### config.mk
export PLATFORM = sky130hd
export DESIGN_NAME = etapa_fetch
export DESIGN_NICKNAME = d
export VERILOG_FILES = /design/src/rtl/pipeline_pkg.sv /design/src/rtl/etapa_fetch_pc_incrementer.sv /design/src/rtl/etapa_fetch.sv
export SDC_FILE = /design/constraint.sdc
export NUM_CORES = 1
export LEC_CHECK = 0
export ABC_AREA = 1
export BUFFER_PORTS_ARGS = -buffer_cell sky130_fd_sc_hd__clkbuf_2
export CORE_UTILIZATION = 31
export CTS_CLUSTER_DIAMETER = 30
export DETAILED_ROUTE_END_ITERATION = 10
export PLACE_DENSITY = 0.56
export SYNTH_ARGS = -nofsm -noshare
export SYNTH_HDL_FRONTEND = slang
export SYNTH_SLANG_ARGS = --single-unit
### constraint.sdc
create_clock -name clk -period 2.25 [get_ports clk]
set_clock_uncertainty 0.05 [all_clocks]
set_input_delay 0.1125 -clock clk [delete_from_list [all_inputs] [get_ports clk]]
set_output_delay 0.1125 -clock clk [all_outputs]
set_load 0.01 [all_outputs]
### src/rtl/pipeline_pkg.sv
`default_nettype none
// ============================================================================
// Module      : pipeline_pkg
// Description : Shared pipeline word width, default encodings and IF/ID record.
// Revision    : 1.0 - initial release
// ============================================================================
package pipeline_pkg;

    localparam int          c_WORD_WIDTH = 32;
    localparam logic [31:0] c_NOP_INSTR  = 32'h0000_0000;
    localparam logic [31:0] c_RESET_PC   = 32'h0000_0000;

    typedef logic [c_WORD_WIDTH-1:0] word_t;

    typedef struct packed {
        word_t instr;
        word_t pcPlus1;
        logic  valid;
    } ifId_t;

    // A bubble carries the NOP encoding and is never marked as a real instruction.
    function automatic ifId_t makeBubble(input word_t nopInstr);
        ifId_t b;
        b.instr   = nopInstr;
        b.pcPlus1 = '0;
        b.valid   = 1'b0;
        return b;
    endfunction

endpackage
`default_nettype wire

### src/rtl/etapa_fetch_pc_incrementer.sv
`default_nettype none
// ============================================================================
// Module      : pc_incrementer
// Description : Combinational word-address incrementer, wraps modulo 2^32.
// Revision    : 1.0 - initial release
// ============================================================================
module pc_incrementer
    import pipeline_pkg::*;
(
    input  logic [c_WORD_WIDTH-1:0] pc,
    output logic [c_WORD_WIDTH-1:0] pcPlus1
);

    assign pcPlus1 = pc + c_WORD_WIDTH'(1);

endmodule
`default_nettype wire

### src/rtl/etapa_fetch.sv
`default_nettype none
// ============================================================================
// Module      : etapa_fetch
// Description : Instruction-fetch stage: PC register, next-PC priority mux and
//               IF/ID pipeline register. Define FETCH_COUNT_EN to add the
//               accepted-fetch counter output fetch_count.
// Revision    : 1.0 - initial release
// ============================================================================
module etapa_fetch
    import pipeline_pkg::*;
#(
    parameter logic [31:0] RESET_PC  = c_RESET_PC,
    parameter logic [31:0] NOP_INSTR = c_NOP_INSTR
)(
    input  logic                    clk,
    input  logic                    rst_n,
    input  logic                    stall,
    input  logic                    redirect,
    input  logic [c_WORD_WIDTH-1:0] redirect_pc,
    output logic [c_WORD_WIDTH-1:0] imem_addr,
    input  logic [c_WORD_WIDTH-1:0] imem_rdata,
    input  logic                    imem_ready,
    output logic [c_WORD_WIDTH-1:0] if_id_instr,
    output logic [c_WORD_WIDTH-1:0] if_id_pc_plus1,
    output logic                    if_id_valid
`ifdef FETCH_COUNT_EN
    ,
    output logic [c_WORD_WIDTH-1:0] fetch_count
`endif
);

    word_t r_pc;
    ifId_t r_ifId;
    word_t w_pcPlus1;
    logic  w_accept;

    pc_incrementer u_pcInc (
        .pc      (r_pc),
        .pcPlus1 (w_pcPlus1)
    );

    // An instruction is accepted only when nothing of higher priority intervenes.
    assign w_accept = !redirect && !stall && imem_ready;

    // Redirect beats stall: whatever ID holds is wrong-path once EX redirects.
    always_ff @(posedge clk or negedge rst_n) begin
        if (!rst_n) begin
            r_pc   <= RESET_PC;
            r_ifId <= makeBubble(NOP_INSTR);
        end else if (redirect) begin
            r_pc   <= redirect_pc;
            r_ifId <= makeBubble(NOP_INSTR);
        end else if (stall) begin
            r_pc   <= r_pc;
            r_ifId <= r_ifId;
        end else if (!imem_ready) begin
            r_pc   <= r_pc;
            r_ifId <= makeBubble(NOP_INSTR);
        end else begin
            r_pc           <= w_pcPlus1;
            r_ifId.instr   <= imem_rdata;
            r_ifId.pcPlus1 <= w_pcPlus1;
            r_ifId.valid   <= 1'b1;
        end
    end

    assign imem_addr      = r_pc;
    assign if_id_instr    = r_ifId.instr;
    assign if_id_pc_plus1 = r_ifId.pcPlus1;
    assign if_id_valid    = r_ifId.valid;

`ifdef FETCH_COUNT_EN
    word_t r_fetchCount;

    always_ff @(posedge clk or negedge rst_n) begin
        if (!rst_n) begin
            r_fetchCount <= '0;
        end else if (w_accept) begin
            r_fetchCount <= r_fetchCount + c_WORD_WIDTH'(1);
        end
    end

    assign fetch_count = r_fetchCount;
`endif

endmodule
`default_nettype wire

==> impl_results.md <==
- Status: complete, but fails checks
- Failing checks: DRC
- Final period utilization: 73.5%
- Worst slew margin: 57.5%
- Layout Cells excl Fill: 953
- Die W: 125 um
- Layout area overhead: 39.2%
- Largest net degree at the start of global routing: 98
- Yosys top cell by area: dfrtp_1
- FFs w/ async S/R, synth: 100%
- Cell Int Power: 2.90 mW
- Initial antenna violation count: 0
- Dpl hpwl: 10200 um
- Number of antenna cells inserted: 0
- Post-Route WL: 14700 um
- First-pass GRT wire length: 23900 um
- Sw frac: 29.4%
- Synth top area cells: dfrtp_1 (52%), nand2_1 (16%), a22o_1 (6.7%)
- Port-buffer cells: 165
- CTS buffer count: 9
- MaxCap Viol Count: 0
- Type of the worst min-delay path: in2reg
- Yosys warning total: 0
- Root buf cell: clkbuf_16
- # DRC: 18
- Tmin final: 1.65 ns
- Top delay family on crit path: simple AND/OR/NAND/NOR gates
- Dpl ws: 0.604 ns
- Unrepaired setup endpoints after global routing: no
- Cells after Synth: 548
- CP max stage cell: dfrtp_1
- Reg clk slew, reported paths: 0.07 ns
- Sequential share of power: 48.2%
- Cell variety after synth: 24
- Sequential Area: 2430 sq um
- Most used flip-flop cell after synthesis: dfrtp_1
- # IOs: 166
- Share of cells above drive strength 1: 29.8%
- CP Cell Sequence: ha_1, nand2_1, nor2_4, nand2_4, nor2_4, a21oi_1, o21ai_0, nand2_1
- Syn_area_per_cell: 8.56 sq um
- DRT iter0 DRCs: 265
- Multi-input logic area: 1970 sq um
- Wire length per cell: 15.5 um
- Placed cells: 884
- Comb pwr share: 16.4%
- Gpl congestion: 0.841
- CP arrival: 1.83 ns
- GR Overflow Total: 0
- Worst VDD drop: 0.353 mV
- Critical path capture point type: flop
- Crit path buffers/inverters: 0
- Worst EP required: 2.42 ns
- Yosys reg bits: 97
- Post-synth EDFFs: 0
- Die Span Y: 125 um
- CP max stage delay: 0.39 ns
- Synth top area share: 51.7%
- Leakage: 3.52 nW
- Commonest non-fill, non-tap cell in the layout: nand2_1
- Vias per cell: 4.70
- Psw: 1.20 mW
- Peak fanout along the critical path: 5
- Syn_nets: 618
- Routed Antenna Nets: 0
- Clk_lat worst skew: 0.36 ns
- Worst Setup Start Kind: flop
- Power Density: 628 nW/um^2
- GRT Overall Usage: 19.8%
- Most frequent cells in the layout: nand2_1 (204), clkbuf_2 (164), dfrtp_1 (97), dlygate4sd3_1 (53), inv_1 (50)
- Accumulated negative setup slack: 0 ns
- R2R Setup Slk: 0.60 ns
- Clk sinks: 97
- Initial Utilization: 32.0%
- Max Clk Rate: 0.605 GHz
- Sequential area share after synthesis: 51.7%
- Clock power frac: 35.5%
- CTS tree: yes
- Post-Syn Area: 4690 sq um
- Num rows: 44
- Fillers: 1450
- Crit Path Category: reg2reg
- CTS H-tree lvls: 3
- Post-cts sizing count: 0
- Final Hold Vio Count: 0
- Final setup vio count: 0
- Design Power: 4.10 mW
- CTS max path bufs: 2
- Measured slew at the worst slew-check pin: 0.637 ns
- Die area: 15600 sq um
- Via count: 4483
- Final slew viol count: 0
- Setup ws final: 0.597 ns
- Core area: 14600 sq um
- Drt first pass iters: 8
- Vias in the first global route: 4576
- Fin nets: 834
## registers in the layout (all words and copies together), names as in the netlist
signal and count:
if_id_instr 32, imem_addr 32, if_id_pc_plus1 32, if_id_valid 1
## synthesized netlist by cell type (2+ instances only)
master / count
a21oi_1: 6
a22o_1: 36
buf_2: 11
buf_4: 6
dfrtp_1: 97
inv_1: 50
nand2_1: 204
nand2_2: 8
nand2_4: 2
nand3_1: 35
nand3_2: 12
nor2_1: 27
nor2_2: 5
nor2_4: 12
o211ai_1: 2
o21ai_0: 21
o21bai_1: 4
xnor2_1: 4
## worst reg2reg max path, delay by kind of cell (launching register included)
kind,cells,cell delay (ns)
compound gates,2,0.25
fa+ha+maj,1,0.18
flops,1,0.39
simple gates,5,0.66
## cell type report
cell class | count | area share [%]
Sequential cell | 97 | 37.2
Inverter | 51 | 2.93
Clock buffer | 10 | 3.51
Multi-Input combinational cell | 381 | 30.1
Timing Repair Buffer | 224 | 22.1
Tap cell | 184 | 3.53
Clock inverter | 6 | 0.690
## worst paths after layout
kind	startpoint	endpoint	cells past startpoint
min in group asynchronous	rst_n	if_id_pc_plus1[28]$_DFFE_PN0P_	3
hold / removal	redirect_pc[27]	imem_addr[27]$_DFFE_PN0P_	5
hold reg to reg	if_id_pc_plus1[7]$_DFFE_PN0P_	if_id_pc_plus1[7]$_DFFE_PN0P_	2
setup / recovery	imem_addr[1]$_DFFE_PN0P_	imem_addr[12]$_DFFE_PN0P_	8
max in group asynchronous	rst_n	if_id_pc_plus1[7]$_DFFE_PN0P_	3
setup reg to reg	imem_addr[1]$_DFFE_PN0P_	imem_addr[12]$_DFFE_PN0P_	8
## power groups by stage
| stage | registers, mW | logic [mW] | clock network [mW] |
|---|---|---|---|
| finish | 1.98 | 0.671 | 1.45 |
| CTS | 1.97 | 0.678 | 1.49 |
| global placement | 2.00 | 0.599 | 0 |
| global route | 1.99 | 0.747 | 1.57 |
| floorplan | 2.03 | 0.265 | 0 |
| detailed placement | 2.01 | 0.604 | 0 |
## layer usage
layer,up-vias,wire [um],global-route usage (%)
li1,2184,-,-
met1,2120,6440,25.1
met2,146,6980,32.1
met3,33,872,4.58
met4,0,449,9.04
met5,-,0,0
## repair_timing
| action | 4_1_cts | 5_1_grt |
|---|---|---|
| setup buffers | 0 | 0 |
| hold buffers | 53 | 0 |
| setup endpoints to repair | 0 | 0 |
| endpoints found under the hold margin | 149 | 0 |
## cell families (layout without fill, tap and decap cells)
kind of cell | count (synthesis) | in the layout | synth area share [%]
buffers and inverters | 70 | 291 | 6.53
adders and majority gates | 1 | 1 | 0.267
xor gates and xnor gates | 4 | 4 | 0.747
AOI/OAI and AO/OA | 69 | 69 | 10.6
DFF | 97 | 97 | 51.7
and+or+nand+nor | 307 | 307 | 30.2
## metrics by stage
step           hold slack, ns  utilization (%)  cell area (sq um)
5_1_grt                0.0124             44.6               6530
3_3_place_gp            0.163             39.1               5730
2_1_floorplan          -0.233                -               4690
6_report              0.00958             44.6               6530
3_5_place_dp            0.162             39.1               5730
4_1_cts               0.00145             44.6               6530
Power figures use the tool's default switching activity.
